--- config.mk ---
export PLATFORM = sky130hd
export DESIGN_NAME = fsm1_stim_driver
export DESIGN_NICKNAME = d
export VERILOG_FILES = /design/src/rtl/fsm1_stim_driver.sv
export SDC_FILE = /design/constraint.sdc
export NUM_CORES = 1
export LEC_CHECK = 0
export BUFFER_PORTS_ARGS = -buffer_cell sky130_fd_sc_hd__buf_4
export CORE_ASPECT_RATIO = 1.75
export CORE_MARGIN = 2
export CORE_UTILIZATION = 55
export CTS_BUF_LIST = sky130_fd_sc_hd__clkbuf_8 sky130_fd_sc_hd__clkbuf_16
export CTS_CLUSTER_DIAMETER = 200
export DETAILED_ROUTE_END_ITERATION = 10
export MAX_ROUTING_LAYER = met4
export PLACE_DENSITY = 0.75
export SETUP_SLACK_MARGIN = 0.5
export SLEW_MARGIN = 25
export SYNTH_ARGS = -nofsm -noshare
export SYNTH_HDL_FRONTEND = slang
export SYNTH_SLANG_ARGS = --single-unit
--- constraint.sdc ---
create_clock -name clk -period 2.2 [get_ports clk]
set_clock_uncertainty 0.15 [all_clocks]
set_input_delay 0.33 -clock clk [delete_from_list [all_inputs] [get_ports clk]]
set_output_delay 0.33 -clock clk [all_outputs]
set_load 0.01 [all_outputs]
--- src/rtl/fsm1_stim_driver.sv ---
// Stimulus driver and response checker for the two-input handshake FSM.
// Runs IDLE->S1->S2->IDLE rounds, compares registered responses, recovers on mismatch.
module fsm1_stim_driver #(
    parameter int RW        = 8,
    parameter int GAP       = 0,
    parameter int RECOV_MAX = 8
) (
    input  logic          clk,
    input  logic          rst,
    input  logic          start,
    input  logic [RW-1:0] rounds,
    input  logic          inject,
    output logic          i1,
    output logic          i2,
    input  logic          o1,
    input  logic          o2,
    input  logic          err,
    output logic          busy,
    output logic          done,
    output logic          fail,
    output logic          stuck,
    output logic [RW-1:0] rounds_done
);
    typedef enum logic [2:0] {IDLE, STEP, HOLD, TAIL, RECOV} state_e;

    localparam int GW = $clog2(GAP + 2);
    localparam int CW = $clog2(RECOV_MAX + 2);
    localparam logic [GW-1:0] GAP_LAST = GW'((GAP > 0) ? GAP - 1 : 0);
    localparam logic [CW-1:0] REC_LAST = CW'((RECOV_MAX > 0) ? RECOV_MAX - 1 : 0);

    state_e        state_q, state_d;
    logic [1:0]    drv_q, drv_d;
    logic [2:0]    exp_q, exp_d, chk_q, chk_d;
    logic          vld_q, vld_d, last_q, last_d;
    logic          chk_vld_q, chk_vld_d, chk_last_q, chk_last_d;
    logic [1:0]    step_q, step_d;
    logic [RW-1:0] rnd_q, rnd_d, rounds_q, rounds_d, rdone_q, rdone_d;
    logic          inj_q, inj_d;
    logic [GW-1:0] gcnt_q, gcnt_d;
    logic [CW-1:0] rcnt_q, rcnt_d;
    logic          busy_q, busy_d, done_q, done_d;
    logic          fail_q, fail_d, stuck_q, stuck_d;

    logic [2:0] obs;
    logic       mism, inj_cur, step_last, adv, to_recov, finish;
    logic [5:0] nvec;

    // {drive, expected response, last-step-of-round}
    function automatic logic [5:0] step_vec(input logic [1:0] s, input logic inj);
        logic [5:0] v;
        if (inj) v = (s == 2'd0) ? {2'b10, 3'b111, 1'b0} : {2'b00, 3'b000, 1'b1};
        else begin
            unique case (s)
                2'd0:    v = {2'b11, 3'b100, 1'b0};
                2'd1:    v = {2'b11, 3'b010, 1'b0};
                default: v = {2'b10, 3'b000, 1'b1};
            endcase
        end
        return v;
    endfunction

    // Hold pattern keeps the responder in whatever state the last step produced
    function automatic logic [1:0] hold_drv(input logic [2:0] e);
        logic [1:0] d;
        unique case (e)
            3'b010:  d = 2'b01;
            3'b111:  d = 2'b10;
            default: d = 2'b00;
        endcase
        return d;
    endfunction

    assign obs       = {o1, o2, err};
    assign mism      = chk_vld_q && (obs != chk_q);
    assign inj_cur   = inj_q && (rnd_q == RW'(1));
    assign step_last = inj_cur ? (step_q == 2'd1) : (step_q == 2'd2);

    always_comb begin
        state_d    = state_q;
        drv_d      = drv_q;
        exp_d      = exp_q;
        vld_d      = vld_q;
        last_d     = last_q;
        chk_d      = exp_q;
        chk_vld_d  = vld_q;
        chk_last_d = last_q;
        step_d     = step_q;
        rnd_d      = rnd_q;
        rounds_d   = rounds_q;
        inj_d      = inj_q;
        gcnt_d     = gcnt_q;
        rcnt_d     = rcnt_q;
        busy_d     = busy_q;
        done_d     = 1'b0;
        fail_d     = fail_q;
        stuck_d    = stuck_q;
        rdone_d    = rdone_q;
        adv        = 1'b0;
        to_recov   = 1'b0;
        finish     = 1'b0;
        nvec       = '0;

        if (chk_vld_q && !mism && chk_last_q && rdone_q != {RW{1'b1}})
            rdone_d = rdone_q + RW'(1);

        unique case (state_q)
            IDLE: begin
                if (start) begin
                    rounds_d = rounds;
                    inj_d    = inject;
                    fail_d   = 1'b0;
                    stuck_d  = 1'b0;
                    rdone_d  = '0;
                    if (rounds == '0) begin
                        done_d = 1'b1;
                    end else begin
                        nvec    = step_vec(2'd0, inject);
                        busy_d  = 1'b1;
                        state_d = STEP;
                        step_d  = 2'd0;
                        rnd_d   = RW'(1);
                        drv_d   = nvec[5:4];
                        exp_d   = nvec[3:1];
                        last_d  = nvec[0];
                        vld_d   = 1'b1;
                    end
                end
            end
            STEP: begin
                if (mism) to_recov = 1'b1;
                else if (GAP == 0) adv = 1'b1;
                else begin
                    state_d = HOLD;
                    gcnt_d  = '0;
                    drv_d   = hold_drv(exp_q);
                    last_d  = 1'b0;
                end
            end
            HOLD: begin
                if (mism) to_recov = 1'b1;
                else if (gcnt_q == GAP_LAST) adv = 1'b1;
                else gcnt_d = gcnt_q + GW'(1);
            end
            TAIL: begin
                if (mism) to_recov = 1'b1;
                else finish = 1'b1;
            end
            RECOV: begin
                if (obs == 3'b000) finish = 1'b1;
                else if (rcnt_q == REC_LAST) begin
                    stuck_d = 1'b1;
                    finish  = 1'b1;
                end else begin
                    rcnt_d = rcnt_q + CW'(1);
                    drv_d  = (obs == 3'b100) ? 2'b01 : 2'b00;
                end
            end
            default: state_d = IDLE;
        endcase

        if (adv) begin
            if (step_last && rnd_q == rounds_q) begin
                state_d = TAIL;
                drv_d   = 2'b00;
                vld_d   = 1'b0;
                last_d  = 1'b0;
            end else begin
                // Only the first round can carry the injected error
                if (step_last) begin
                    rnd_d  = rnd_q + RW'(1);
                    step_d = 2'd0;
                    nvec   = step_vec(2'd0, 1'b0);
                end else begin
                    step_d = step_q + 2'd1;
                    nvec   = step_vec(step_q + 2'd1, inj_cur);
                end
                state_d = STEP;
                drv_d   = nvec[5:4];
                exp_d   = nvec[3:1];
                last_d  = nvec[0];
                vld_d   = 1'b1;
            end
        end

        if (to_recov) begin
            state_d   = RECOV;
            fail_d    = 1'b1;
            rcnt_d    = '0;
            drv_d     = 2'b00;
            vld_d     = 1'b0;
            last_d    = 1'b0;
            chk_vld_d = 1'b0;
        end

        if (finish) begin
            state_d = IDLE;
            busy_d  = 1'b0;
            done_d  = 1'b1;
            drv_d   = 2'b00;
            vld_d   = 1'b0;
            last_d  = 1'b0;
        end
    end

    always_ff @(posedge clk or negedge rst) begin
        if (!rst) begin
            state_q    <= IDLE;
            drv_q      <= 2'b00;
            exp_q      <= 3'b000;
            vld_q      <= 1'b0;
            last_q     <= 1'b0;
            chk_q      <= 3'b000;
            chk_vld_q  <= 1'b0;
            chk_last_q <= 1'b0;
            step_q     <= 2'd0;
            rnd_q      <= '0;
            rounds_q   <= '0;
            inj_q      <= 1'b0;
            gcnt_q     <= '0;
            rcnt_q     <= '0;
            busy_q     <= 1'b0;
            done_q     <= 1'b0;
            fail_q     <= 1'b0;
            stuck_q    <= 1'b0;
            rdone_q    <= '0;
        end else begin
            state_q    <= state_d;
            drv_q      <= drv_d;
            exp_q      <= exp_d;
            vld_q      <= vld_d;
            last_q     <= last_d;
            chk_q      <= chk_d;
            chk_vld_q  <= chk_vld_d;
            chk_last_q <= chk_last_d;
            step_q     <= step_d;
            rnd_q      <= rnd_d;
            rounds_q   <= rounds_d;
            inj_q      <= inj_d;
            gcnt_q     <= gcnt_d;
            rcnt_q     <= rcnt_d;
            busy_q     <= busy_d;
            done_q     <= done_d;
            fail_q     <= fail_d;
            stuck_q    <= stuck_d;
            rdone_q    <= rdone_d;
        end
    end

    assign {i1, i2}    = drv_q;
    assign busy        = busy_q;
    assign done        = done_q;
    assign fail        = fail_q;
    assign stuck       = stuck_q;
    assign rounds_done = rdone_q;
endmodule

Word-level counts from Yosys, hierarchy flattened
Cells that the tools add are included.

operators by class
  bitwise gates (word level) = 1
  multiplexer cells = 83
  equal/unequal tests = 25
  $add $sub $neg = 5
  reduce and logical (&&, ||, !) cells = 31

operator list
  cell                   count
  $mux W8                9
  $mux W1                35
  $mux W2                15
  $mux W3                10
  $ne A5 B5 Y1 const B   4
  $mux W6                3
  $add A8 B1 Y8 const B  2
  $mux W4                4
  $ne A2 B2 Y1 const B   6
  $reduce_and A3 Y1      4
  $reduce_bool A2 Y1     6
  $pmux W5 S2            1
  $eq A8 B1 Y1 const B   1
  $eq A8 B8 Y1           1
  $logic_not A8 Y1       1
  $ne A8 B8 Y1 const B   1
  $reduce_bool A4 Y1     2
  $eq A3 B2 Y1 const B   2
  $eq A3 B3 Y1 const B   2
  $logic_and A1 B1 Y1    6
  $logic_not A3 Y1       2
  $pmux W1 S2            3
  $pmux W3 S2            1
  $reduce_and A2 Y1      3
  20 further kinds       21

storage, ports and cells
  input bits = 15
  register bits after elaboration = 51
  logic and storage cells = 164

Longest topological paths before layout
  depth in word-level cells = 9
  depth in mapped cells = 8

Worst setup path after synthesis
OpenSTA, ideal clock, no wires.

  path type = register to register
  start = reg rnd_q[2]
  end = reg rnd_q[1]
  path slack = 0.213 ns
  path buffers = 1
  arrival time = 1.758 ns
  setup time = 0.079 ns
  data required time = 1.971 ns
  period minus slack after synthesis = 1.987 ns
  stages on the path, launching flop included = 7
  path through = dfrtp_1 buf_2 or4_4 nor4_4 o211ai_2 nor2_2 mux2i_1

on the way
  cells in the longest elaborated chain, start to end = 6

ends and longest elaborated chain
  item                                                   line      text
  from (decl)                                            37        logic [RW-1:0] rnd_q, rnd_d, rounds_q, rounds_d, rdone_q, rdone_d;
  from (signal assigned)                                 236       rnd_q <= rnd_d;
  $eq A8 B1 Y1                                           75        assign inj_cur = inj_q && (rnd_q == RW'(1));
  $logic_and A1 B1 Y1                                    75
  $mux W1                                                76        assign step_last = inj_cur ? (step_q == 2'd1) : (step_q == 2'd2);
  $mux W8 / $logic_and A1 B1 Y1 (equally long branches)  169, 162
  $mux W8 (*)                                            162       if (step_last && rnd_q == rounds_q) begin
  $mux W8 (*)                                            161       if (adv) begin
  via rnd_d[1]                                           37

The timed path passes the listed nets; every way through them passes the cells marked *.
A chain may end at the register's enable or synchronous reset.

Final worst setup path
  start = reg rnd_q[5]
  end = reg rnd_q[0]

The elaborated chain is that of the path after synthesis.

==> metrics.txt <==
end-of-flow core utilization=between 70% and 80%; type of origin of the critical path=flip-flop; number of synthesized flops with an enable pin=0; data arrival time at the worst-slack endpoint=2130 ps; critical path's largest stage delay=420 ps; clock slew at the register clock pins of the worst setup and hold paths=about 90 ps; number of standard cells after synthesis=275; Horiz. Die Dim=between 50 and 60 microns; IR drop worst, VDD=about 1.1 mV; hold_sp=rounds[7]; category of the most critical setup path=reg -> reg; wire length of the first global-routing pass=between 10 and 15 mm; initial drt markers=105; commonest non-fill, non-tap cells in the layout=60 x sky130_fd_sc_hd__buf_4, 54 x sky130_fd_sc_hd__nand2_1, 49 x sky130_fd_sc_hd__dfrtp_1; antenna-violating nets left=0; switch share=38.3%; total area of sequential cells=0.00125 sq mm; Final setup viols=0; instance area after placement=slightly above 0.003 sq mm; hold worst-path end=rounds_q[7]$_DFFE_PN0P_; Layout Nets=365; Post-Syn Area per Cell=slightly below 10 sq um; share of the clock period used by the worst path=between 90% and 100%; share of post-route cells with drive strength above 1=37.1%; worst r2r path cells=7; CTS tree=yes; Post-synth top flop=sky130_fd_sc_hd__dfrtp_1; antenna violations before repair=0; residual overflow from global routing=0; warnings from Yosys=0; starting utilization of the core area=between 50% and 60%; TritonCTS Sinks=50; r2r startpoint=rnd_q[5]$_DFF_PN0_; clock buffers created by TritonCTS=5; Total Routing Usage GR=25.7%; area taken by multi-input logic gates=~0.0016 sq mm; power density of the placed cells=~1100 mW/mm^2; asr flop ratio synth=100%; post-route cell area=between 0.003 and 0.004 sq mm; share of synthesized area occupied by flip-flops and latches=between 40% and 50%; power share of the combinational group=~50%; routed length per instance=~18 microns; Tightest Hold Check Type=in -> reg; global-route track usage on met2=between 40 and 50%; # IOs=29; area of the mapped netlist=around 0.0027 sq mm; Reg2Reg Capture Point=rnd_q[0]$_DFF_PN0_; cell internal pwr=2550 uW; Slew @ Worst Pin=about 630 ps; drt pass-1 iters=4; Clk pwr share=~15%; most frequent standard cell in the layout excluding fill and tap cells=sky130_fd_sc_hd__buf_4; Routed WL=6.98 mm; die outline height=approximately 96 microns; layout overhead on the synthesized area=36.9%; die area=0.00544 sq mm; # diodes=0; CTS H-tree lvls=2; Net Switching=~1600 uW; hold violation count in the final report=0; final RePlAce weighted congestion=just under 0.9; average via count per standard cell=approximately 5.9; # DRC=0; total of flip-flops plus latches after synthesis=50; post-synth net total=slightly below 300; Crit Path Max Fanout=4; r2r setup slk=between 100 and 150 ps; cell with the largest stage delay on the worst path=sky130_fd_sc_hd__dfrtp_1; buffer and inverter count on the worst path=2; number of buffers on the longest clock path=2; outcome=finished, final reports clean; clock latency on the worst-skew pair=slightly above 300 ps; type of element capturing the critical path=flip-flop; std cell rows=33; part of the total power dissipated in sequential elements=34.8%; via count=between 2000 and 2500; number of global-route vias before repair=2360; summed negative setup slack over all endpoints=0 ps; setup repair after global routing missed its margin=yes; library cell used as clock root buffer=sky130_fd_sc_hd__clkbuf_8; Max Slew Vio Count=0; routing usage on met3=under 10%; sequence of cells on the critical path=buf_6 -> nor4_4 -> a21boi_2 -> o211ai_2 -> buf_4 -> o211ai_2 -> a21boi_2; count of filler cells inserted in the layout=300; depth of the worst hold-timing path=3; Core Footprint=0.00467 sq mm; upper clock frequency limit=between 400 and 500 MHz; minimum clock period after layout=~2100 ps; global-route layer with the greatest usage=met2; hpwl dp=between 4 and 5 mm; port buffer count=28; worst slew margin relative to its limit=between 50 and 60%; MaxCap Viol Count=0; category of cells accounting for the largest share of critical-path delay=compound AO/OA/AOI/OAI gates; CP Data Required Time=approximately 2200 ps; met1 track demand over resource in global routing=25.2%; leakage power summed over all cells=approximately 0.0017 uW; number of distinct library cell variants in the gate-level netlist after synthesis=59; maximum number of pins on one net before global-route repair=51
registers in the layout (all words and copies together), names as in the netlist:
name and count:
state_q 3, chk_vld_q 1, chk_last_q 1, fail 1
chk_last_d 1, rounds_q 8, rcnt_q 4, chk_d 3
rounds_done 8, inj_q 1, busy 1, vld_q 1
chk_q 3, step_q 2, done 1, rnd_q 8
stuck 1, drv_q 2
worst max path at each step:
stage | slack, ps | cells past startpoint | end | startpoint
floorplan | 230 | 6 | rnd_q[1]$_DFF_PN0_ | rnd_q[2]$_DFF_PN0_
global placement | 190 | 6 | drv_q[0]$_DFFE_PN0P_ | o2
detailed placement | 150 | 6 | drv_q[0]$_DFFE_PN0P_ | o2
CTS | 210 | 5 | rnd_q[1]$_DFF_PN0_ | rnd_q[2]$_DFF_PN0_
global route | 4 | 6 | chk_d[2]$_DFF_PN0_ | rnd_q[5]$_DFF_PN0_
finish | 110 | 7 | rnd_q[0]$_DFF_PN0_ | rnd_q[5]$_DFF_PN0_
power by group through the flow:
stage | clock (uW) | sequential (uW) | combinational, uW
global placement | 0 | 1400 | 1380
finish | 634 | 1440 | 2060
detailed placement | 0 | 1410 | 1410
CTS | 645 | 1400 | 1540
global route | 671 | 1460 | 2220
floorplan | 0 | 1390 | 959
layout make-up:
class / instances / share of cell area (%)
tap: 52 / 1.78
clock buffer: 5 / 1.89
multi-input combinational: 207 / 43.8
inverter: 8 / 0.823
clock inverter: 3 / 1.13
sequential: 50 / 34.3
timing repair buffer: 72 / 16.3
tightest hold or removal path: cells and delay by family:
family	cells	cell delay, ps
buffers and inverters	1	80
and+or+nand+nor	2	90
cells in the mapped netlist (4+ instances only):
| library cell | instances | area share [%] |
|---|---|---|
| sky130_fd_sc_hd__o211ai_1 | 4 | 1.1 |
| sky130_fd_sc_hd__xor2_1 | 12 | 3.9 |
| sky130_fd_sc_hd__nand4_1 | 9 | 2.1 |
| sky130_fd_sc_hd__nand2b_1 | 5 | 1.2 |
| sky130_fd_sc_hd__nor2b_1 | 4 | 0.94 |
| sky130_fd_sc_hd__mux2i_1 | 4 | 1.5 |
| sky130_fd_sc_hd__nand2_1 | 54 | 7.6 |
| sky130_fd_sc_hd__ha_1 | 6 | 2.8 |
| sky130_fd_sc_hd__dfrtp_1 | 50 | 47 |
| sky130_fd_sc_hd__clkbuf_1 | 4 | 0.56 |
| sky130_fd_sc_hd__nand3_1 | 7 | 1.3 |
| sky130_fd_sc_hd__inv_1 | 8 | 1.1 |
| sky130_fd_sc_hd__a211o_1 | 4 | 1.3 |
| sky130_fd_sc_hd__xnor2_1 | 12 | 3.9 |
| sky130_fd_sc_hd__nor3_1 | 6 | 1.1 |
| sky130_fd_sc_hd__o21ai_0 | 5 | 0.94 |
| sky130_fd_sc_hd__nor2_1 | 21 | 3.0 |
cells by family (layout without fill, tap and decap cells):
family | count (synthesis) | in the layout | synth area share, %
AND/OR/NAND/NOR | 131 | 131 | 25.4
flip-flops | 50 | 50 | 46.9
AO/OA/AOI/OAI | 42 | 42 | 12.2
XOR/XNOR | 24 | 24 | 7.89
buffers and inverters | 18 | 88 | 3.24
adder cells (fa/ha/maj) | 6 | 6 | 2.82
multiplexers | 4 | 4 | 1.50
layer usage:
| metal | share of wire (%) | up-vias |
|---|---|---|
| met5 | 0 | - |
| met4 | 3.9 | 0 |
| met3 | 3.4 | 25 |
| met2 | 57 | 79 |
| met1 | 36 | 1127 |
| li1 | - | 1092 |
timing repair:
item                                   CTS  global route
pin swaps                               15            21
cloned                                   0             0
hold buffers                             1             0
endpoints found under the hold margin   50             0
buffers inserted                         9            15
gates resized for setup                 15            45
setup endpoints to repair               28            46
stage by stage:
step	total power, uW	worst slack (ps)	hold slack, ps	instances
2_1_floorplan	2350	226	-116	275
3_3_place_gp	2780	185	210	364
3_5_place_dp	2820	154	210	364
4_1_cts	3590	206	75.3	382
5_1_grt	4350	3.61	89.5	397
6_report	4130	115	72.6	397
(Power assumes the default switching activity.)
